### config.mk
export PLATFORM = sky130hd
export DESIGN_NAME = pipe_stage_skid
export DESIGN_NICKNAME = d
export VERILOG_FILES = /design/src/rtl/pipe_stage_skid.sv
export SDC_FILE = /design/constraint.sdc
export NUM_CORES = 1
export LEC_CHECK = 0
export CORE_MARGIN = 2
export CORE_UTILIZATION = 46
export DETAILED_ROUTE_END_ITERATION = 7
export GPL_TIMING_DRIVEN = 0
export MAX_ROUTING_LAYER = met4
export PLACE_DENSITY = 0.83
export SYNTH_ARGS = -nofsm -noshare
export SYNTH_HDL_FRONTEND = slang
export SYNTH_SLANG_ARGS = --single-unit
export TNS_END_PERCENT = 1
### constraint.sdc
create_clock -name clk_i -period 2.05 [get_ports clk_i]
set_input_delay 0.41 -clock clk_i [delete_from_list [all_inputs] [get_ports clk_i]]
set_output_delay 0.41 -clock clk_i [all_outputs]
set_load 0.01 [all_outputs]
### src/rtl/pipe_stage_skid.sv
// -----------------------------------------------------------------------------
// pipe_stage_skid
//   IF/ID-class pipeline register carrying {pc, inst} with a valid/ready
//   handshake and a one-entry skid buffer. Because in_ready_o comes only from
//   registered state, the upstream stage can run one cycle ahead of a
//   downstream stall. The entry that arrives during that cycle is caught in
//   the skid register. Order is strictly FIFO. flush_i turns the stage into a
//   bubble. rst_i does the same and also clears the statistics counters.
//
//   Optional feature macro: PIPE_STAGE_STATS_EN
//     When it is defined, stall_cnt_o and flush_cnt_o are saturating counters.
//     When it is not defined, both ports are tied to 0 and no counter flops
//     exist.
//
// Ports
//   clk_i        clock, all state changes on posedge
//   rst_i        synchronous active-high reset (priority over everything)
//   flush_i      discard main and skid entries, output a bubble next cycle
//   stall_i      downstream not ready (out_ready = ~stall_i)
//   in_valid_i   upstream offers {pc_i, inst_i}
//   in_ready_o   stage can accept this cycle (state != FULL)
//   pc_i         upstream pc
//   inst_i       upstream instruction
//   out_valid_o  pc_o/inst_o hold a real entry
//   pc_o         held pc, 0 for a bubble
//   inst_o       held inst, NOP_INST for a bubble
//   stall_cnt_o  cycles with out_valid_o & stall_i
//   flush_cnt_o  cycles with flush_i asserted
// -----------------------------------------------------------------------------
module pipe_stage_skid #(
    parameter int                PC_W     = 32,
    parameter int                INST_W   = 32,
    parameter logic [INST_W-1:0] NOP_INST = '0,
    parameter int                CNT_W    = 16
) (
    input  logic              clk_i,
    input  logic              rst_i,
    input  logic              flush_i,
    input  logic              stall_i,
    input  logic              in_valid_i,
    output logic              in_ready_o,
    input  logic [PC_W-1:0]   pc_i,
    input  logic [INST_W-1:0] inst_i,
    output logic              out_valid_o,
    output logic [PC_W-1:0]   pc_o,
    output logic [INST_W-1:0] inst_o,
    output logic [CNT_W-1:0]  stall_cnt_o,
    output logic [CNT_W-1:0]  flush_cnt_o
);

    typedef enum logic [1:0] {
        EMPTY = 2'd0,
        BUSY  = 2'd1,
        FULL  = 2'd2
    } state_e;

    state_e            state_q;
    logic [PC_W-1:0]   main_pc_q;
    logic [INST_W-1:0] main_inst_q;
    logic [PC_W-1:0]   skid_pc_q;
    logic [INST_W-1:0] skid_inst_q;

    logic accept;
    logic drain;

    assign in_ready_o  = (state_q != FULL);
    assign out_valid_o = (state_q != EMPTY);
    assign accept      = in_valid_i & in_ready_o;
    assign drain       = out_valid_o & ~stall_i;

    // The main register drives the outputs directly. It is cleared to bubble
    // values every time the stage enters EMPTY, so an invalid output always
    // reads as {0, NOP_INST} and needs no output mux.
    assign pc_o   = main_pc_q;
    assign inst_o = main_inst_q;

    always_ff @(posedge clk_i) begin
        if (rst_i || flush_i) begin
            // An entry offered in this cycle is dropped, even with in_ready_o high.
            state_q     <= EMPTY;
            main_pc_q   <= '0;
            main_inst_q <= NOP_INST;
            skid_pc_q   <= '0;
            skid_inst_q <= NOP_INST;
        end else begin
            case (state_q)
                EMPTY: begin
                    // stall_i has no effect here: there is nothing to hold.
                    if (accept) begin
                        state_q     <= BUSY;
                        main_pc_q   <= pc_i;
                        main_inst_q <= inst_i;
                    end
                end
                BUSY: begin
                    if (accept && drain) begin
                        main_pc_q   <= pc_i;
                        main_inst_q <= inst_i;
                    end else if (accept) begin
                        // The downstream stalled after we had already said ready.
                        state_q     <= FULL;
                        skid_pc_q   <= pc_i;
                        skid_inst_q <= inst_i;
                    end else if (drain) begin
                        state_q     <= EMPTY;
                        main_pc_q   <= '0;
                        main_inst_q <= NOP_INST;
                    end
                end
                FULL: begin
                    if (drain) begin
                        state_q     <= BUSY;
                        main_pc_q   <= skid_pc_q;
                        main_inst_q <= skid_inst_q;
                        skid_pc_q   <= '0;
                        skid_inst_q <= NOP_INST;
                    end
                end
                default: begin
                    state_q     <= EMPTY;
                    main_pc_q   <= '0;
                    main_inst_q <= NOP_INST;
                end
            endcase
        end
    end

`ifdef PIPE_STAGE_STATS_EN
    function automatic logic [CNT_W-1:0] sat_inc(input logic [CNT_W-1:0] v);
        // Hold at all-ones instead of wrapping.
        if (&v) begin
            return v;
        end
        return v + {{(CNT_W-1){1'b0}}, 1'b1};
    endfunction

    logic [CNT_W-1:0] stall_cnt_q, stall_cnt_d;
    logic [CNT_W-1:0] flush_cnt_q, flush_cnt_d;

    always_comb begin
        stall_cnt_d = stall_cnt_q;
        flush_cnt_d = flush_cnt_q;
        if (out_valid_o && stall_i) begin
            stall_cnt_d = sat_inc(stall_cnt_q);
        end
        if (flush_i) begin
            flush_cnt_d = sat_inc(flush_cnt_q);
        end
    end

    always_ff @(posedge clk_i) begin
        if (rst_i) begin
            stall_cnt_q <= '0;
            flush_cnt_q <= '0;
        end else begin
            stall_cnt_q <= stall_cnt_d;
            flush_cnt_q <= flush_cnt_d;
        end
    end

    assign stall_cnt_o = stall_cnt_q;
    assign flush_cnt_o = flush_cnt_q;
`else
    assign stall_cnt_o = '0;
    assign flush_cnt_o = '0;
`endif

endmodule

# Word level (Yosys, flattened, before mapping)

Cells that the tools add are included.
W data, S select, Z words.

Bits in registers: 130
Input port bits: 69
Output and inout port bits: 98
Logic and storage cells: 46

Equality and inequality tests: 10
Multiplexer cells: 20
Bitwise operators: 3
Reductions and logical operators: 8

Operators with widths:

| operator             | number |
|---|---|
| $mux W32             | 10 |
| $pmux W32 S3         | 2 |
| $pmux W32 S2         | 2 |
| $reduce_and A4 Y1    | 3 |
| $mux W2              | 5 |
| $ne A2 B2 Y1 const B | 5 |
| $ne A3 B3 Y1 const B | 3 |
| $pmux W2 S3          | 1 |
| $reduce_bool A2 Y1   | 2 |
| $and A1 B1 Y1        | 2 |
| $eq A2 B1 Y1 const B | 1 |
| $eq A2 B2 Y1 const B | 1 |
| $logic_not A2 Y1     | 1 |
| $logic_and A1 B1 Y1  | 1 |
| $logic_or A1 B1 Y1   | 1 |
| $not A1 Y1           | 1 |

# Logic depth before layout (Yosys ltp)

Word-level depth: 6
Gate-level depth with buffers: 8
Depth with buffers taken out: 4

# Least setup slack after synthesis

OpenSTA, ideal clock, no wires.

Path kind: in2reg
Start point: input port flush_i
End point: register main_inst_q[0] (netlist: inst_o[0])
Setup time: 0.057 ns
Arrival time: 1.493 ns
Data required time: 1.993 ns
Path slack: 0.500 ns
Stages: 6
Path buffers: 2
Cell sequence: nor2_1 and3_1 clkbuf_1 clkbuf_1 a22o_1 a21o_1

Longest elaborated chain between the ends: 1

RTL lines:

| element              | line | RTL |
|---|---|---|
| from (decl)          | 38   | `input logic flush_i,` |
| $logic_or A1 B1 Y1   | 78   | `if (rst_i \|\| flush_i) begin` |
| to (signal assigned) | 92   | `main_inst_q <= inst_i;` |
| to (signal assigned) | 98   | `main_inst_q <= inst_i;` |
| to (signal assigned) | 114  | `main_inst_q <= skid_inst_q;` |
| to (decl)            | 59   | `logic [INST_W-1:0] main_inst_q;` |

Every way passes these cells.
A chain may end at the register's enable or synchronous reset.

# Worst setup path in the final report

Start point: register state_q[1]
End point: output port out_valid_o

Longest elaborated chain between the ends: 1

RTL lines:

| element                | line | RTL |
|---|---|---|
| from (decl)            | 57   | `state_e state_q;` |
| from (signal assigned) | 80   | `state_q <= EMPTY;` |
| from (signal assigned) | 90   | `state_q <= BUSY;` |
| from (signal assigned) | 101  | `state_q <= FULL;` |
| $reduce_bool A2 Y1     | 67   | `assign out_valid_o = (state_q != EMPTY);` |
| to (decl)              | 44   | `output logic out_valid_o,` |

Every way passes these cells.

==> metrics.log <==
[metrics] CTS sink cnt: 130
[metrics] sequential share of the synthesized area: 50.10%
[metrics] number of placement rows: 38
[metrics] CTS tree: done
[metrics] count of unresolved DRC violations after routing: 0
[metrics] chain of cells forming the critical path: or2_2, clkdlybuf4s50_1
[metrics] fraction of layout cells with a size suffix above 1: 13.45%
[metrics] number of global-route vias before repair: 4534
[metrics] maximum number of pins on one net before global-route repair: 17
[metrics] filler cell count in the final layout: 898
[metrics] slew at the pin closest to its max-slew limit: 551.7 ps
[metrics] Crit path arrival time: 1580 ps
[metrics] total length of routed met3 wires: 946 um
[metrics] sequential cell area in the final layout: 2604 um^2
[metrics] post-synthesis area per instance: 9.394 um^2
[metrics] final worst path period need: 1988 ps
[metrics] cell area after synthesis: 5195 um^2
[metrics] RSZ-0062 raised after global routing: true
[metrics] Switch Pwr: 1365 uW
[metrics] worst min-delay path class: reg2reg
[metrics] Post-synth EDFFs: 0
[metrics] number of max-cap violations: 0
[metrics] number of warning messages in the yosys log: 0
[metrics] finished layout cell area: 7476 um^2
[metrics] switching part of the total power: 21.47%
[metrics] worst clock skew: 13.31 ps
[metrics] Required @ worst endpoint: 1640 ps
[metrics] WL final: 13.66 mm
[metrics] Pre-Repair DR Iteration Count: 5
[metrics] initial cell density of the core: 47.51%
[metrics] slowest stage cell on the critical path: clkdlybuf4s50_1
[metrics] Seq cells post-synth: 130
[metrics] Routability Congestion: 0.8025
[metrics] final hold violation count: 0
[metrics] Port Buf Inserts: 134
[metrics] die height: 110.3 um
[metrics] buffer levels on the longest clock path: 2
[metrics] top-level I/O count: 167
[metrics] clock insertion delay at the later pin of the skew report: 410 ps
[metrics] placeable core region: 10940 um^2
[metrics] combinational group share of total power: 9.0%
[metrics] width of the die: 110.3 um
[metrics] final critical-path share of the clock period: 97.00%
[metrics] power density cells: 850.6 nW/um^2
[metrics] ranking of synthesized cells by area: dfxtp_1 50%, a22o_1 11%, a21o_1 9.2%
[metrics] Final #Nets: 807
[metrics] wire length of the first global-routing pass: 21.18 mm
[metrics] share of flip-flops with an asynchronous set or reset after synthesis: 0%
[metrics] Avg Vias per Cell: 5.288
[metrics] clock-pin slew of the registers on the worst-case setup and hold paths: 60 ps
[metrics] HPWL reported at the end of detailed placement: 9.757 mm
[metrics] uppermost metal layer occupied by signal nets: met4
[metrics] maximum resistive drop on vdd: 0.0004583 V
[metrics] Largest stage delay, worst path: 510 ps
[metrics] total inserted antenna cells: 0
[metrics] cell class contributing the biggest share of worst-path delay: buffers and inverters
[metrics] highest attainable clock frequency: 0.5029 GHz
[metrics] CTS buffer count: 17
[metrics] share of total power in sequential cells: 41.1%
[metrics] Pint: 4994 uW
[metrics] worst slew slack as a fraction of its limit: 63.22%
[metrics] number of nets with antenna violations after routing: 0
[metrics] proportion of netlist area held by the largest area contributor: 50.10%
[metrics] static leakage: 0.003456 uW
[metrics] starting DRC count in detailed routing: 259
[metrics] placed inst area: 6828 um^2
[metrics] area taken by multi-input logic gates: 2203 um^2
[metrics] vias after detailed routing: 4712
[metrics] count of cell types in the netlist: 25
[metrics] Buf/Inv on CP: 1
[metrics] drt wl/cell: 15.33 um
[metrics] run status: finished clean
[metrics] largest fanout on the critical path: 7
[metrics] crit path capture type: output port
[metrics] category of the most critical setup path: reg2out
[metrics] number of H-tree levels: 4
[metrics] routed wl met2: 6.751 mm
[metrics] Setup crit start kind: flop
[metrics] clock tree root driver cell: clkbuf_16
[metrics] cell taking the most area after synthesis: dfxtp_1
[metrics] global-route usage over all layers: 23.17%
[metrics] Syn-to-layout area delta: 43.91%
[metrics] gate count of the mapped netlist: 553
[metrics] final count of pins violating max slew: 0
[metrics] part of the power in the clock network: 49.9%
[metrics] total of hold buffers inserted after clock tree synthesis: 0
[metrics] Setup TNS Final: 0 ps
[metrics] Main synth FF type: dfxtp_1
[metrics] Setup violations, final: 0
[metrics] initial antenna violation count: 0
[metrics] Die ar.: 12160 um^2
[metrics] Remaining Overflow, GRT: 0
[metrics] wl on met1: 5.716 mm
-- power by group through the flow --
stage,clock network (uW),logic (uW),registers (uW)
after floorplan,0,245,2680
after global placement,0,552,2660
after detailed placement,0,561,2670
after CTS,3220,564,2610
after global routing,3320,616,2620
final,3180,572,2610
-- flip-flops by register name, indices dropped and copies added (netlist names) --
register / count
state_q: 2
inst_o: 32
pc_o: 32
skid_inst_q: 32
skid_pc_q: 32
-- routing by layer --
| metal | vias to the layer above | global-route usage, % |
|---|---|---|
| met5 | - | - |
| met4 | 0 | 8.929 |
| met3 | 29 | 5.703 |
| met2 | 192 | 38.39 |
| met1 | 2214 | 27.18 |
| li1 | 2277 | - |
-- cell type report --
cell class	instances	area share [%]
Clock buffer	23	6.259
Buffer	79	6.745
Clock inverter	9	2.059
Multi-Input combinational cell	374	29.47
Sequential cell	130	34.83
Timing Repair Buffer	136	18.29
Tap cell	140	2.343
-- placed cells by master, fill, tap and decap left out, types with 2 or more instances in the layout --
master,netlist,routed
clkbuf_16,0,17
conb_1,1,32
buf_6,6,6
a22o_1,64,64
clkbuf_8,0,2
clkinvlp_4,0,2
nor2_1,3,3
or2_2,2,2
a21oi_1,2,2
nand2b_1,3,3
buf_4,37,38
nor3_1,2,2
clkinv_2,0,2
clkbuf_1,18,20
nand3_1,64,64
clkdlybuf4s50_1,0,133
buf_2,18,18
bufinv_16,0,4
o21ai_1,64,64
a21o_1,64,64
nand2_1,66,66
dfxtp_1,130,129
-- worst paths after layout --
path | startpoint | end | slack [ps] | cells after the start
hold reg to reg | inst_o[8]$_SDFFE_PP0P_ | inst_o[8]$_SDFFE_PP0P_ | 450 | 1
hold / removal | inst_o[8]$_SDFFE_PP0P_ | inst_o[8]$_SDFFE_PP0P_ | 450 | 1
setup / recovery | state_q[1]$_SDFFE_PP0P_ | out_valid_o | 60 | 2
setup reg to reg | state_q[0]$_SDFFE_PP0P_ | pc_o[3]$_SDFFE_PP0P_ | 230 | 6
-- synth_stat cells, types with 2 or more instances --
cell type  count
a21o_1        64
buf_4         37
buf_2         18
nand3_1       64
or2_2          2
a21oi_1        2
clkbuf_1      18
nand2b_1       3
buf_6          6
nor2_1         3
dfxtp_1      130
o21ai_1       64
a22o_1        64
nand2_1       66
nor3_1         2
-- logic make-up after synthesis --
| family | count (synthesis) | share of synthesized area [%] |
|---|---|---|
| other | 1 | 0.07219 |
| and+or+nand+nor | 145 | 12.74 |
| buffers and inverters | 80 | 9.754 |
| DFF | 130 | 50.10 |
| AOI/OAI and AO/OA | 197 | 27.34 |
-- what timing repair did --
action | in CTS | in global routing
endpoints found under the hold margin | 0 | 0
gates resized for setup | 2 | 2
setup endpoints to repair | 32 | 69
buffers inserted | 0 | 2
pin swaps | 1 | 1
-- stage by stage --
stage | util, % | hold WS, ps | total power (uW) | setup slack (ps) | std cells
final | 68.36 | 448.4 | 6359 | 61.51 | 891
after global routing | 68.36 | 467.2 | 6547 | -27.06 | 891
after CTS | 68.09 | 450.5 | 6392 | 3.151 | 889
after detailed placement | 62.44 | 439.8 | 3226 | -546.0 | 858
after global placement | 62.44 | 430.8 | 3214 | -438.7 | 858
after floorplan | - | 428.7 | 2926 | 500.4 | 584
Power figures use the tool's default switching activity.
